--- src/rtl/dispense_ctrl.sv ---
// Vending dispense controller: pay/request -> stock check -> motor pulse -> done or refund.
// Optional drop-sensor confirmation and jam lockout are built when DISPENSE_SENSE_EN is defined.
module dispense_ctrl #(
  parameter int NUM_SLOTS     = 4,
  parameter int STOCK_W       = 4,
  parameter int PULSE_CYCLES  = 8,
  parameter int SENSE_TIMEOUT = 16,
  parameter int SEL_W         = 2
) (
  input  logic                 clk,
  input  logic                 rst,
  input  logic                 req_valid,
  input  logic [SEL_W-1:0]     req_slot,
  input  logic                 payment_ok,
  input  logic                 restock_valid,
  input  logic [SEL_W-1:0]     restock_slot,
  input  logic [STOCK_W-1:0]   restock_qty,
  input  logic                 drop_sense,
  input  logic                 clr_jam,
  output logic                 req_ready,
  output logic [NUM_SLOTS-1:0] motor,
  output logic                 done,
  output logic                 refund,
  output logic                 jam,
  output logic [NUM_SLOTS-1:0] stock_empty
);

  localparam int CNT_MAX = (PULSE_CYCLES > SENSE_TIMEOUT) ? PULSE_CYCLES : SENSE_TIMEOUT;
  localparam int CNT_W   = $clog2(CNT_MAX + 1);

  typedef enum logic [2:0] {IDLE, CHECK, PULSE, SENSE, DONE} state_e;

  state_e                 state_q, state_d;
  logic [SEL_W-1:0]       slot_q, slot_d;
  logic [CNT_W-1:0]       cnt_q, cnt_d;
  logic [NUM_SLOTS-1:0]   motor_q, motor_d;
  logic                   done_q, done_d;
  logic                   refund_q, refund_d;
  logic                   jam_q, jam_d;
  logic [STOCK_W-1:0]     stock_q [NUM_SLOTS];
  logic [STOCK_W-1:0]     stock_d [NUM_SLOTS];

  logic [NUM_SLOTS-1:0]   slot_oh, restock_oh;
  logic [STOCK_W-1:0]     slot_stock;
  logic                   slot_ok;
  logic                   dec_en;
  logic [STOCK_W:0]       sum;

  // Out-of-range indices decode to an all-zero one-hot, which makes them unsellable and unrestockable.
  always_comb begin
    slot_oh    = '0;
    restock_oh = '0;
    slot_stock = '0;
    for (int unsigned i = 0; i < NUM_SLOTS; i++) begin
      slot_oh[i]    = (32'(slot_q) == i);
      restock_oh[i] = restock_valid && (32'(restock_slot) == i);
      if (slot_oh[i]) slot_stock = stock_q[i];
    end
    slot_ok = (|slot_oh) && (slot_stock != '0);
  end

  always_comb begin
    state_d  = state_q;
    slot_d   = slot_q;
    cnt_d    = cnt_q;
    motor_d  = motor_q;
    done_d   = 1'b0;
    refund_d = 1'b0;
    jam_d    = jam_q;
    dec_en   = 1'b0;
    case (state_q)
      IDLE: begin
        if (req_valid && payment_ok && req_ready) begin
          slot_d  = req_slot;
          state_d = CHECK;
        end
`ifdef DISPENSE_SENSE_EN
        if (clr_jam) jam_d = 1'b0;
`endif
      end
      CHECK: begin
        if (slot_ok) begin
          dec_en  = 1'b1;
          motor_d = slot_oh;
          cnt_d   = '0;
          state_d = PULSE;
        end else begin
          refund_d = 1'b1;
          state_d  = IDLE;
        end
      end
      PULSE: begin
        if (cnt_q == CNT_W'(PULSE_CYCLES - 1)) begin
          motor_d = '0;
          cnt_d   = '0;
`ifdef DISPENSE_SENSE_EN
          state_d = SENSE;
`else
          done_d  = 1'b1;
          state_d = DONE;
`endif
        end else begin
          cnt_d = cnt_q + 1'b1;
        end
      end
`ifdef DISPENSE_SENSE_EN
      SENSE: begin
        if (drop_sense) begin
          done_d  = 1'b1;
          state_d = DONE;
        end else if (cnt_q == CNT_W'(SENSE_TIMEOUT - 1)) begin
          refund_d = 1'b1;
          jam_d    = 1'b1;
          state_d  = IDLE;
        end else begin
          cnt_d = cnt_q + 1'b1;
        end
      end
`endif
      DONE:    state_d = IDLE;
      default: state_d = IDLE;
    endcase
  end

  // Decrement and restock fold into one add so a coincident pair saturates on the net result.
  always_comb begin
    sum = '0;
    for (int unsigned i = 0; i < NUM_SLOTS; i++) begin
      sum = {1'b0, stock_q[i]}
          - (STOCK_W+1)'(dec_en && slot_oh[i])
          + (restock_oh[i] ? {1'b0, restock_qty} : '0);
      stock_d[i] = sum[STOCK_W] ? '1 : sum[STOCK_W-1:0];
    end
  end

  always_ff @(posedge clk) begin
    if (rst) begin
      state_q  <= IDLE;
      slot_q   <= '0;
      cnt_q    <= '0;
      motor_q  <= '0;
      done_q   <= 1'b0;
      refund_q <= 1'b0;
      jam_q    <= 1'b0;
      for (int unsigned i = 0; i < NUM_SLOTS; i++) stock_q[i] <= '0;
    end else begin
      state_q  <= state_d;
      slot_q   <= slot_d;
      cnt_q    <= cnt_d;
      motor_q  <= motor_d;
      done_q   <= done_d;
      refund_q <= refund_d;
      jam_q    <= jam_d;
      for (int unsigned i = 0; i < NUM_SLOTS; i++) stock_q[i] <= stock_d[i];
    end
  end

`ifndef DISPENSE_SENSE_EN
  logic unused_sense;
  assign unused_sense = drop_sense ^ clr_jam;
`endif

  always_comb begin
    for (int unsigned i = 0; i < NUM_SLOTS; i++) stock_empty[i] = (stock_q[i] == '0);
  end

  assign req_ready = (state_q == IDLE) && !jam_q;
  assign motor     = motor_q;
  assign done      = done_q;
  assign refund    = refund_q;
  assign jam       = jam_q;

endmodule
--- config.mk ---
export PLATFORM = sky130hd
export DESIGN_NAME = dispense_ctrl
export DESIGN_NICKNAME = d
export VERILOG_FILES = /design/src/rtl/dispense_ctrl.sv
export SDC_FILE = /design/constraint.sdc
export NUM_CORES = 1
export LEC_CHECK = 0
export ABC_AREA = 1
export CAP_MARGIN = 30
export CORE_MARGIN = 2
export CORE_UTILIZATION = 51
export DETAILED_ROUTE_END_ITERATION = 16
export PLACE_DENSITY = 0.79
export SLEW_MARGIN = 30
export SYNTH_ARGS = -nofsm -noshare
export SYNTH_HDL_FRONTEND = slang
export SYNTH_SLANG_ARGS = --single-unit
--- constraint.sdc ---
create_clock -name clk -period 2.7 [get_ports clk]
set_input_delay 0.54 -clock clk [delete_from_list [all_inputs] [get_ports clk]]
set_output_delay 0.54 -clock clk [all_outputs]
set_load 0.005 [all_outputs]
== Word level (Yosys, flattened, before mapping) ==
Memories as Yosys holds them, arrays and structs flattened.
Cells that the tools add are included.

* Register bits after elaboration: 16
* Output and inout port bits: 12
* Logic and storage cells: 94
* Bits of input ports: 15
* Memory bits (writable): 16
* Memories: 1

{| class="wikitable"
|+ Memories
! memory !! depth !! bits a word !! read ports !! clocked after memory_dff !! write ports !! line !! RTL
|-
| stock_q || 4 || 4 || 4 || 0 || 4 || 40 || <nowiki>logic [STOCK_W-1:0] stock_q [NUM_SLOTS];</nowiki>
|}

* $add $sub $neg: 9
* Reductions and logical operators: 27
* Bitwise operators: 6
* Equal/unequal tests: 12
* Muxes and demuxes: 33

{| class="wikitable"
|+ Operators with widths
! operator !! count
|-
| $mux W4 || 18
|-
| $add A5 B4 Y5 || 4
|-
| $sub A4 B1 Y5 || 4
|-
| $logic_not A4 Y1 || 4
|-
| $logic_and A1 B1 Y1 || 11
|-
| $mux W5 || 2
|-
| $pmux W5 S2 || 1
|-
| $pmux W3 S3 || 1
|-
| $eq A2 B2 Y1 const B || 4
|-
| $pmux W4 S2 || 1
|-
| $mux W1 || 7
|-
| $mux W3 || 2
|-
| $ne A2 B2 Y1 const B || 3
|-
| $reduce_and A2 Y1 || 3
|-
| $add A5 B1 Y5 const B || 1
|-
| $eq A5 B3 Y1 const B || 1
|-
| $eq A2 B1 Y1 const B || 2
|-
| $logic_not A2 Y1 || 2
|-
| $or A1 B1 Y1 || 4
|-
| $reduce_bool A4 Y1 || 1
|-
| $reduce_or A2 Y1 || 2
|-
| $reduce_or A4 Y1 || 1
|-
| $eq A3 B1 Y1 const B || 1
|-
| $eq A3 B2 Y1 const B || 1
|-
| other kinds (5) || 6
|}

== Logic depth before layout (Yosys ltp) ==
* Depth in word-level cells: 14
* Mapped depth: 21
* Gate-level depth less buffers: 21

== Worst setup path after synthesis ==
Ideal clock, no wire load.

* Path kind: register -> register
* Start point: reg slot_q[1]
* End point: mem stock_q[0][1]
* Setup slack: 0.110 ns
* Data arrival time: 2.534 ns
* Library setup time: 0.056 ns
* Stages on the path, launching flop included: 22
* Buffers on the path: 0
* Period minus slack after synthesis: 2.590 ns
* Cells stage by stage: dfxtp_1 inv_2 nor2_2 nand2_1 nand2_1 inv_2 a21boi_4 nand3_1 inv_1 ha_1 inv_1 ha_1 inv_1 fa_1 nor2_1 nor2_1 o21bai_1 xor2_1 inv_1 nand2_1 nand2_1 inv_1

{| class="wikitable"
|+ RTL lines
! what !! line !! RTL
|-
| start: declaration || 34 || <nowiki>logic [SEL_W-1:0] slot_q, slot_d;</nowiki>
|-
| start signal: assignment || 148 || <nowiki>slot_q <= slot_d;</nowiki>
|-
| end: declaration || 40 ||
|}

==> flow_summary.ini <==
[global_routing]
busiest_layer = met2
grt_util_met1 = 0.306
grt_usage = 0.283
grt_pass1_wl_mm = 11.2
antenna_found_initial = 0
grt_start_max_net_pins = 21
first_global_vias = 2564
grtUsageMet2 = 0.502
use_met3 = 0.0549
grt_overflow = 0

[detailed_routing]
ant_nets = 0
routedWlPerCell_um = 19.0
vias_per_cell = 5.64
drtIter0Drc = 254
drcViolationCount = 0
firstDrtPassIters = 5
routed_wl_mm = 9.12
vias = 2707

[cells_and_area]
fin_nets = 479
nFillCells = 205
multi_input_area_um2 = 1600
layout-drive-gt1-share = 0.423
regArea_um2 = 652
fin_util = 0.849
final_common_cell = buf_4
area_growth_pct = 60.2
fin_area_um2 = 3720
antenna_cells = 0
layout_common_cells = buf_4, inv_1, nand2_1

[synthesis]
synth.distinct_cells = 30
synthMuxAreaShare = 0
ys_seq_area_frac = 0.276
synth_top_family_by_area = adder cells
syn-num-nets = 362
synthCells = 310
synthXorXnorAreaFrac = 0.0490
synthAdderAreaFrac = 0.212
yosysWarnings = 0
synth-compound-area-share = 0.116
syn_area_per_cell_um2 = 7.49
synth_simple_gate_area_frac = 0.198
ys_seq_elements = 32
synthesis.area_um2 = 2320

[timing]
clock-skew-final_ns = 0.00813
period_share = 1.14
slew_viol_final = 0
fmax_ghz = 0.325
tightest_slew_ns = 0.700
period_minus_slack_ns = 3.08
relSlewSlack = 0.533
whs_ns = 0.489
hold_viol = 0
fin_ws_ns = -0.378
final.setup.tns_ns = -3.88
rsz0062_at_grt = true
setup_viol = 17

[floorplan]
std_cell_rows = 24
die_w_um = 71.5
core_um2 = 4380
dieArea_um2 = 5110
start_util = 0.530
io-pin-count = 27
dieHeight_um = 71.5

[placement]
port_buffers = 23
gp_congestion = 0.856
dpl-instance-area_um2 = 2930
dp_hpwl_mm = 3.97

[clocking]
htree_num_levels = 2
cts_made_buffers = 5
cts_hold_buf = 0
cts_tree = yes
numClockSinks = 32
clkLatencyLatePin_ns = 0.30
path_clk_slew_ns = 0.08
cts_root_buf = clkbuf_8
cts_buffer_depth = 2

[power_and_ir_drop]
power_leakage_nw = 1.84
p_per_area_nw_per_um2 = 1070
peakVddDrop_mv = 0.736

[status]
status = finished with violations
violations = negative setup slack

[worst_setup_path]
setup.worst_path.class = reg -> reg
worstPathMaxFanout = 4
rrSetupSlack_ns = -0.38
worstPathRequired_ns = 2.94
critPathArrivalTime_ns = 3.32
cp-end-kind = register
start_kind = register

[run]
cap_violations = 0

[worst_hold_path]
hp-class = reg -> reg
-- critical path: stages (launching register included) --
cell and delay, ns:
dfxtp_4 0.41, inv_4 0.06, nor2_4 0.12, nand2_2 0.07
nand2_2 0.08, inv_2 0.05, a21boi_4 0.17, buf_12 0.13
nand3_4 0.07, inv_2 0.09, ha_4 0.21, inv_4 0.07
ha_4 0.15, inv_2 0.04, fa_2 0.36, nor2_1 0.11
nor2_1 0.06, o21bai_1 0.14, xor2_1 0.24, inv_1 0.13
nand2_1 0.09, nand2_1 0.07, inv_1 0.10
-- flip-flops by register name (all words and copies together) (netlist names) --
register,flops
state_q,3
motor,4
done,1
stock_q,16
refund,1
cnt_q,5
slot_q,2
-- synthesized netlist by cell type --
library cell  count  area [um^2]
xor2_1            5         43.8
clkbuf_1          2         7.51
ha_1             33          413
fa_1              4         80.1
nor2_2            3         18.8
nand2_4           2         22.5
nor3_1            6         30.0
o21ai_0          17         85.1
nand2_1          44          165
nand3_1          10         50.1
nor4_1            4         25.0
a21oi_4           1         16.3
xnor2_1           8         70.1
a21boi_4          1         18.8
nand4_4           1         21.3
nor2_1           14         52.6
dfxtp_1          32          641
nand3_2           1         10.0
a21oi_2           7         61.3
nor3_2            1         10.0
nor2_4            1         11.3
nand2_2           5         31.3
o21bai_1          1         7.51
buf_1             1         3.75
conb_1            1         3.75
and3_1            2         12.5
inv_2             6         22.5
buf_4             1         7.51
inv_1            80          300
a21oi_1          16         80.1
-- cell type report --
cell class / instances / share of cell area
clock inverters: 1 / 0.00807
inverters: 86 / 0.0888
repair buffers: 114 / 0.254
clock buffers: 7 / 0.0259
flip-flops and latches: 32 / 0.175
well taps: 52 / 0.0175
multi-input cells: 188 / 0.430
-- power by group --
part | internal, mW | switching (mW)
combinational | 1.31 | 1.43
clock | 0.326 | 0.203
sequential | 0.613 | 0.112
total | 2.25 | 1.75
-- final timing paths --
check	from	endpoint	cells after the start
hold reg to reg	cnt_q[1]	cnt_q[1]	2
setup / recovery	slot_q[1]	stock_q[0][1]	22
hold / removal	cnt_q[1]	cnt_q[1]	2
setup reg to reg	slot_q[1]	stock_q[0][1]	22
-- stage by stage --
step                      setup WS, ns  instances  total power, mW
after floorplan                  0.110        310             1.90
after global placement          -0.441        425             2.52
after detailed placement        -0.536        425             2.62
after CTS                      -0.0614        468             3.32
after global routing            -0.480        480             4.22
final                           -0.378        480             4.00
-- metal layers --
metal  part of all wire  routed length (um)
met1               0.37                3420
met5                  0                   0
met3              0.058                 526
met2               0.50                4600
met4              0.063                 575
-- cell families (layout without fill, tap and decap cells) --
family          after synthesis  count (layout)
compound gates               43              43
xor+xnor                     13              13
flops                        32              32
buf+inv                      90             208
other cells                   1               1
fa+ha+maj                    37              37
simple gates                 94              94
-- timing repair --
item                                   4_1_cts  5_1_grt
setup buffers                               35       19
setup endpoints to repair                   16       18
resized for setup                           32       50
endpoints found under the hold margin        0        0
pin swaps                                   14       21
Note: power is estimated with default switching activity, not from simulation.
